### src/rtl/song_sequencer.sv
// song_sequencer
//
// Drives the arrow playfield's pattern input from a synchronous song ROM
// at a fixed beat rate. It also runs the game state machine
// (IDLE -> LEAD -> PLAY -> TAIL -> DONE) and counts each player's perfect hits.
//
// Ports
//   CLOCK_50                    system clock
//   reset                       asynchronous, active-high
//   start                       single-cycle start request (IDLE/DONE only)
//   pause                       level; freezes beat timing while high
//   rom_addr      [ADDR_W-1:0]  registered pattern ROM address
//   rom_data      [8:0]         ROM word, valid 1 cycle after rom_addr changes;
//                               bit 8 = end marker, bits 7:0 = pattern
//   perfect_hit_a/b             hit pulses from the arrow game
//   pattern_valid               one-cycle strobe for pattern_out
//   pattern_out   [7:0]         [7:4] player B, [3:0] player A
//   beat_tick                   one-cycle pulse per processed beat
//   score_a/b     [SCORE_W-1:0] saturating hit counters
//   game_state    [2:0]         IDLE=0 LEAD=1 PLAY=2 TAIL=3 DONE=4
//   game_over                   high while in DONE
module song_sequencer #(
  parameter int BEAT_CYCLES = 12500000,
  parameter int LEAD_BEATS  = 4,
  parameter int TAIL_BEATS  = 8,
  parameter int ADDR_W      = 6,
  parameter int SCORE_W     = 8
) (
  input  logic               CLOCK_50,
  input  logic               reset,
  input  logic               start,
  input  logic               pause,
  output logic [ADDR_W-1:0]  rom_addr,
  input  logic [8:0]         rom_data,
  input  logic               perfect_hit_a,
  input  logic               perfect_hit_b,
  output logic               pattern_valid,
  output logic [7:0]         pattern_out,
  output logic               beat_tick,
  output logic [SCORE_W-1:0] score_a,
  output logic [SCORE_W-1:0] score_b,
  output logic [2:0]         game_state,
  output logic               game_over
);

  localparam int BC_W = (BEAT_CYCLES > 1) ? $clog2(BEAT_CYCLES) : 1;
  localparam int MAXB = (LEAD_BEATS > TAIL_BEATS) ? LEAD_BEATS : TAIL_BEATS;
  localparam int BI_W = $clog2(MAXB + 1);

  localparam logic [BC_W-1:0]    BC_LAST   = BC_W'(BEAT_CYCLES - 1);
  localparam logic [BI_W-1:0]    LEAD_LAST = BI_W'(LEAD_BEATS - 1);
  localparam logic [BI_W-1:0]    TAIL_LAST = BI_W'(TAIL_BEATS - 1);
  localparam logic [ADDR_W-1:0]  ADDR_LAST = '1;
  localparam logic [SCORE_W-1:0] SCORE_MAX = '1;

  typedef enum logic [2:0] {
    S_IDLE = 3'd0,
    S_LEAD = 3'd1,
    S_PLAY = 3'd2,
    S_TAIL = 3'd3,
    S_DONE = 3'd4
  } state_t;

  state_t             state_q, state_d;
  logic [BC_W-1:0]    bc_q, bc_d;
  logic [BI_W-1:0]    bi_q, bi_d;
  logic [ADDR_W-1:0]  addr_q, addr_d;
  logic               pv_q, pv_d;
  logic [7:0]         pout_q, pout_d;
  logic               bt_q, bt_d;
  logic [SCORE_W-1:0] sa_q, sa_d;
  logic [SCORE_W-1:0] sb_q, sb_d;
  logic               go_q, go_d;
  logic               running;
  logic               tick;

  always_comb begin
    state_d = state_q;
    bc_d    = bc_q;
    bi_d    = bi_q;
    addr_d  = addr_q;
    pv_d    = 1'b0;
    pout_d  = pout_q;
    sa_d    = sa_q;
    sb_d    = sb_q;

    running = (state_q == S_LEAD) || (state_q == S_PLAY) || (state_q == S_TAIL);
    tick    = running && !pause && (bc_q == BC_LAST);
    bt_d    = tick;

    if (running && !pause) begin
      bc_d = tick ? '0 : bc_q + 1'b1;
    end

    // Scores keep counting while paused; only the game phase gates them.
    if ((state_q == S_PLAY) || (state_q == S_TAIL)) begin
      if (perfect_hit_a && (sa_q != SCORE_MAX)) sa_d = sa_q + 1'b1;
      if (perfect_hit_b && (sb_q != SCORE_MAX)) sb_d = sb_q + 1'b1;
    end

    case (state_q)
      S_IDLE, S_DONE: begin
        if (start) begin
          state_d = S_LEAD;
          bc_d    = '0;
          bi_d    = '0;
          addr_d  = '0;
          sa_d    = '0;
          sb_d    = '0;
        end
      end
      S_LEAD: begin
        if (tick) begin
          bi_d = bi_q + 1'b1;
          if (bi_q == LEAD_LAST) state_d = S_PLAY;
        end
      end
      S_PLAY: begin
        // rom_data was addressed on the previous tick, so it has had a full
        // beat to settle by the time it is consumed here.
        if (tick) begin
          if (rom_data[8]) begin
            state_d = S_TAIL;
            bi_d    = '0;
          end else begin
            pv_d   = 1'b1;
            pout_d = rom_data[7:0];
            if (addr_q == ADDR_LAST) begin
              // Last ROM entry: no wrap, hold the address and drain.
              state_d = S_TAIL;
              bi_d    = '0;
            end else begin
              addr_d = addr_q + 1'b1;
            end
          end
        end
      end
      S_TAIL: begin
        if (tick) begin
          bi_d = bi_q + 1'b1;
          if (bi_q == TAIL_LAST) state_d = S_DONE;
        end
      end
      default: state_d = S_IDLE;
    endcase

    go_d = (state_d == S_DONE);
  end

  always_ff @(posedge CLOCK_50 or posedge reset) begin
    if (reset) begin
      state_q <= S_IDLE;
      bc_q    <= '0;
      bi_q    <= '0;
      addr_q  <= '0;
      pv_q    <= 1'b0;
      pout_q  <= '0;
      bt_q    <= 1'b0;
      sa_q    <= '0;
      sb_q    <= '0;
      go_q    <= 1'b0;
    end else begin
      state_q <= state_d;
      bc_q    <= bc_d;
      bi_q    <= bi_d;
      addr_q  <= addr_d;
      pv_q    <= pv_d;
      pout_q  <= pout_d;
      bt_q    <= bt_d;
      sa_q    <= sa_d;
      sb_q    <= sb_d;
      go_q    <= go_d;
    end
  end

  assign rom_addr      = addr_q;
  assign pattern_valid = pv_q;
  assign pattern_out   = pout_q;
  assign beat_tick     = bt_q;
  assign score_a       = sa_q;
  assign score_b       = sb_q;
  assign game_state    = state_q;
  assign game_over     = go_q;

endmodule

### config.mk
export PLATFORM = sky130hd
export DESIGN_NAME = song_sequencer
export DESIGN_NICKNAME = d
export VERILOG_FILES = /design/src/rtl/song_sequencer.sv
export SDC_FILE = /design/constraint.sdc
export NUM_CORES = 1
export LEC_CHECK = 0
export ABC_AREA = 1
export CAP_MARGIN = 20
export CORE_AREA = 4 4 108 110
export DETAILED_ROUTE_END_ITERATION = 6
export DIE_AREA = 0 0 112 114
export PLACE_DENSITY = 0.63
export RECOVER_POWER = 50
export SYNTH_ARGS = -nofsm -noshare
export SYNTH_HDL_FRONTEND = slang
export SYNTH_SLANG_ARGS = --single-unit
export TNS_END_PERCENT = 20
### constraint.sdc
create_clock -name CLOCK_50 -period 3.8 [get_ports CLOCK_50]
set_input_delay 0.38 -clock CLOCK_50 [delete_from_list [all_inputs] [get_ports CLOCK_50]]
set_output_delay 0.38 -clock CLOCK_50 [all_outputs]
set_load 0.01 [all_outputs]
==> impl_metrics.yaml <==
synthesis:
  synth_flop_cell: "sky130_fd_sc_hd__dfrtp_1"
  synth.yosys.warnings: 0
  post_synth_most_frequent_cells: "sky130_fd_sc_hd__nand2_1, sky130_fd_sc_hd__inv_1, sky130_fd_sc_hd__nor2_1"
  yosys.cell_count.top_type: "sky130_fd_sc_hd__nand2_1"
  synthCells: 502
  mappedNetlistNets: 522
  post_synth_num_cell_types: 32
  post_synth_instance_area_um2: 3660
  ys_ff_latch: 64
  largest_area_contributor_in_the_netlist: "sky130_fd_sc_hd__dfrtp_1"
  synth_enable_flop_cells: 0
  async_reset_ff_frac: 1.00
  largest_cells_by_area_after_synthesis: "sky130_fd_sc_hd__dfrtp_1, sky130_fd_sc_hd__nand2_1, sky130_fd_sc_hd__inv_1"
  sequential_element_share_of_the_synthesized_area: 0.437
  postSynthAreaPerCell_um2: 7.30
  synth_top_area_share: 0.437
critical_path:
  worst-r2r-setup-slack_ns: 1.58
  worst_setup_path_end_kind: "async pin"
  signal_arrival_time_at_the_worst_endpoint_ns: 2.61
  critical_path.startpoint_type: "input port"
  critical-path-max-stage-delay_ns: 0.88
  critPathSlowestCell: "sky130_fd_sc_hd__inv_1"
  reg2reg_to: "rom_addr[4]$_DFFE_PP0P_"
  rr_startpoint: "game_state[2]$_DFF_PP0_"
  critPathMaxFanout: 33
  critPathRequiredTime_ns: 4.18
  crit_path_cell_trace: "dlygate4sd3_1 > inv_1 > clkbuf_2"
  setup.worst_path.class: "input port to async pin"
  crit_path_start: "reset"
  r2r.worst_path.cells: 10
grt:
  global_route_wire_length_before_repair_mm: 14.8
  grt.total_usage: 0.141
  via_count_of_the_first_global_routing_pass: 3220
  grt_antenna_before_repair: 0
  globalRoute.totalOverflow: 0
  maximum_number_of_pins_on_one_net_before_global_route_repair: 34
timing:
  holdWs_ns: 0.524
  finalWorstPathRequiredPeriod_ns: 2.22
  period_share: 0.585
  worst_clock_skew_ns: 0.0131
  final.setup.worst_slack_ns: 1.58
  max_clock_freq_ghz: 0.450
  finalSetupViolCount: 0
  setup_total_negative_slack_ns: 0
  worst-slew-pin-transition_ns: 1.23
  final-hold-violation-count: 0
  final_max_slew_viol_count: 0
  max-slew-margin-rel: 0.180
  rsz0062_at_grt: "false"
clock_network:
  ctsHoldBuffers: 0
  tritoncts_num_sinks: 64
  post-cts-setup-buffer-count: 0
  cts_made_buffers: 9
  cts_tree: "built"
  cts_htree_levels: 3
  cts_repair_resize_count: 0
  worst_setup_hold_path_clk_slew_ns: 0.07
  cts-root-to-sink-buffers: 2
  clkLatencyLatePin_ns: 0.35
  cts-root-buf: "sky130_fd_sc_hd__clkbuf_8"
flow_run:
  cap_violations: 0
drt:
  drt_first_iter_violations: 263
  final_antenna_net_count: 0
  wire_per_inst_um: 12.2
  routed-via-count: 3345
  route.detailed.drc: 0
  vias_per_cell: 4.75
  drt-pass1-iter-count: 4
  drt-total-wl_mm: 8.58
finish:
  final_cells: 704
  fin_nets: 579
  multi_input_gate_area_in_the_final_layout_um2: 1720
  drive_above_1_share: 0.0727
  design_area_um2: 4530
  layout_stage_area_growth_over_the_synthesis_result_pct: 23.6
  n_fill_cell: 1100
  antenna_cells: 0
  flip_flop_and_latch_area_um2: 1600
die:
  fp.dieArea_um2: 12800
  core_area_um2: 10700
  floorplan.initialDensity: 0.342
  die_w_um: 112
  io_pins: 51
  total_number_of_placement_rows: 38
  die_height_um: 114
worst_hold_path:
  worstHoldPathCells: 2
  hold_path.class: "register to register"
  worstHoldEndpoint: "bi_q[1]$_DFFE_PP0P_"
  hp-start: "bi_q[1]$_DFFE_PP0P_"
power:
  total_leakage_power_nw: 2.19
  power_density_nw_per_um2: 380
  ir_worst_vdd_mv: 0.220
placed_design:
  globalplace.congestion: 0.862
  placedInstanceArea_um2: 4310
  port-buffer-count: 50
  hpwl_after_detailed_placement_mm: 6.39
  placed_cells: 688
  place_ws_ns: 1.57
outcome:
  outcome: "finished, final reports clean"
==> worst max-delay path by stage <==
stage | depth (start not counted) | slack, ns | end
2_1_floorplan | 1 | 1.82 | bc_q[0]$_DFF_PP0_
3_3_place_gp | 7 | 1.65 | bc_q[9]$_DFF_PP0_
3_5_place_dp | 7 | 1.57 | bc_q[9]$_DFF_PP0_
4_1_cts | 8 | 1.82 | bc_q[9]$_DFF_PP0_
5_1_grt | 3 | 1.13 | bc_q[17]$_DFF_PP0_
6_report | 3 | 1.58 | pattern_out[6]$_DFFE_PP0P_
==> through the flow <==
| step | total power, W | utilization |
|---|---|---|
| final | 0.00172 | 0.423 |
| after global routing | 0.00183 | 0.423 |
| after detailed placement | 0.00107 | 0.403 |
| after floorplan | 0.000987 | - |
| after CTS | 0.00175 | 0.425 |
| after global placement | 0.00106 | 0.403 |
==> cell families after synthesis <==
logic type               share of synthesized area
AO/OA/AOI/OAI                               0.0837
XOR/XNOR                                    0.0215
adder cells (fa/ha/maj)                     0.0171
buffers and inverters                       0.0905
flip-flops                                   0.437
AND/OR/NAND/NOR                              0.350
==> cells in the final DEF (no fill, tap or decap) <==
| cell | synthesis | layout |
|---|---|---|
| sky130_fd_sc_hd__nand2_4 | 4 | 4 |
| sky130_fd_sc_hd__nor4_1 | 1 | 1 |
| sky130_fd_sc_hd__nand2_1 | 133 | 135 |
| sky130_fd_sc_hd__dfrtp_1 | 64 | 64 |
| sky130_fd_sc_hd__clkdlybuf4s50_1 | 0 | 37 |
| sky130_fd_sc_hd__clkbuf_8 | 0 | 10 |
| sky130_fd_sc_hd__o21ai_0 | 21 | 21 |
| sky130_fd_sc_hd__bufinv_16 | 0 | 2 |
| sky130_fd_sc_hd__clkinv_4 | 0 | 2 |
| sky130_fd_sc_hd__nor2_1 | 75 | 76 |
| sky130_fd_sc_hd__o21ai_2 | 5 | 5 |
| sky130_fd_sc_hd__o211ai_1 | 1 | 1 |
| sky130_fd_sc_hd__nor3_1 | 13 | 13 |
| sky130_fd_sc_hd__a21oi_2 | 1 | 1 |
| sky130_fd_sc_hd__or2_2 | 4 | 4 |
| sky130_fd_sc_hd__clkinv_2 | 1 | 1 |
| sky130_fd_sc_hd__dlygate4sd3_1 | 0 | 13 |
| sky130_fd_sc_hd__and3_1 | 1 | 1 |
| sky130_fd_sc_hd__ha_1 | 5 | 5 |
| sky130_fd_sc_hd__a31oi_1 | 1 | 1 |
| sky130_fd_sc_hd__nand3b_1 | 11 | 11 |
| sky130_fd_sc_hd__nand4_1 | 12 | 12 |
| sky130_fd_sc_hd__o21bai_1 | 2 | 2 |
| sky130_fd_sc_hd__nor2_2 | 3 | 3 |
| sky130_fd_sc_hd__nand3_2 | 1 | 1 |
| sky130_fd_sc_hd__clkbuf_2 | 0 | 1 |
| sky130_fd_sc_hd__inv_2 | 2 | 1 |
| sky130_fd_sc_hd__nand3_1 | 20 | 20 |
| sky130_fd_sc_hd__nor2_4 | 4 | 3 |
| sky130_fd_sc_hd__xor2_1 | 9 | 9 |
| sky130_fd_sc_hd__clkinvlp_4 | 0 | 2 |
| sky130_fd_sc_hd__nor3_2 | 1 | 1 |
| sky130_fd_sc_hd__a21oi_1 | 23 | 23 |
| sky130_fd_sc_hd__o21ai_1 | 1 | 1 |
| sky130_fd_sc_hd__inv_1 | 76 | 77 |
==> power breakdown <==
group / leakage [nW] / total, W / internal (W) / switching (W)
registers: 0.827 / 0.000805 / 0.000740 / 0.0000644
clock network: 0.109 / 0.000664 / 0.000389 / 0.000275
logic: 1.25 / 0.000253 / 0.000100 / 0.000152
==> area by class of cell <==
class | instances | share of cell area
multi-input cells | 354 | 0.379
flip-flops and latches | 64 | 0.354
repair buffers | 51 | 0.112
inverters | 79 | 0.0658
well taps | 140 | 0.0387
clock buffers | 10 | 0.0304
clock inverters | 6 | 0.0204
==> critical path: cells and delay by family <==
kind / cells / cell delay [ns]
buffers and inverters: 3 / 2.19
==> layer usage <==
layer,global-route usage,up-vias,routed length (um)
met5,0,-,0
met3,0.0398,10,495
met4,0.0369,0,101
met2,0.231,89,3880
met1,0.184,1554,4100
li1,-,1692,-
==> state kept, by name, summed over array words and instances (netlist names) <==
signal         cells
game_state         3
game_over          1
pattern_valid      1
bi_q               4
pattern_out        8
bc_q              24
score_b            8
rom_addr           6
score_a            8
beat_tick          1
(Power assumes the default switching activity.)
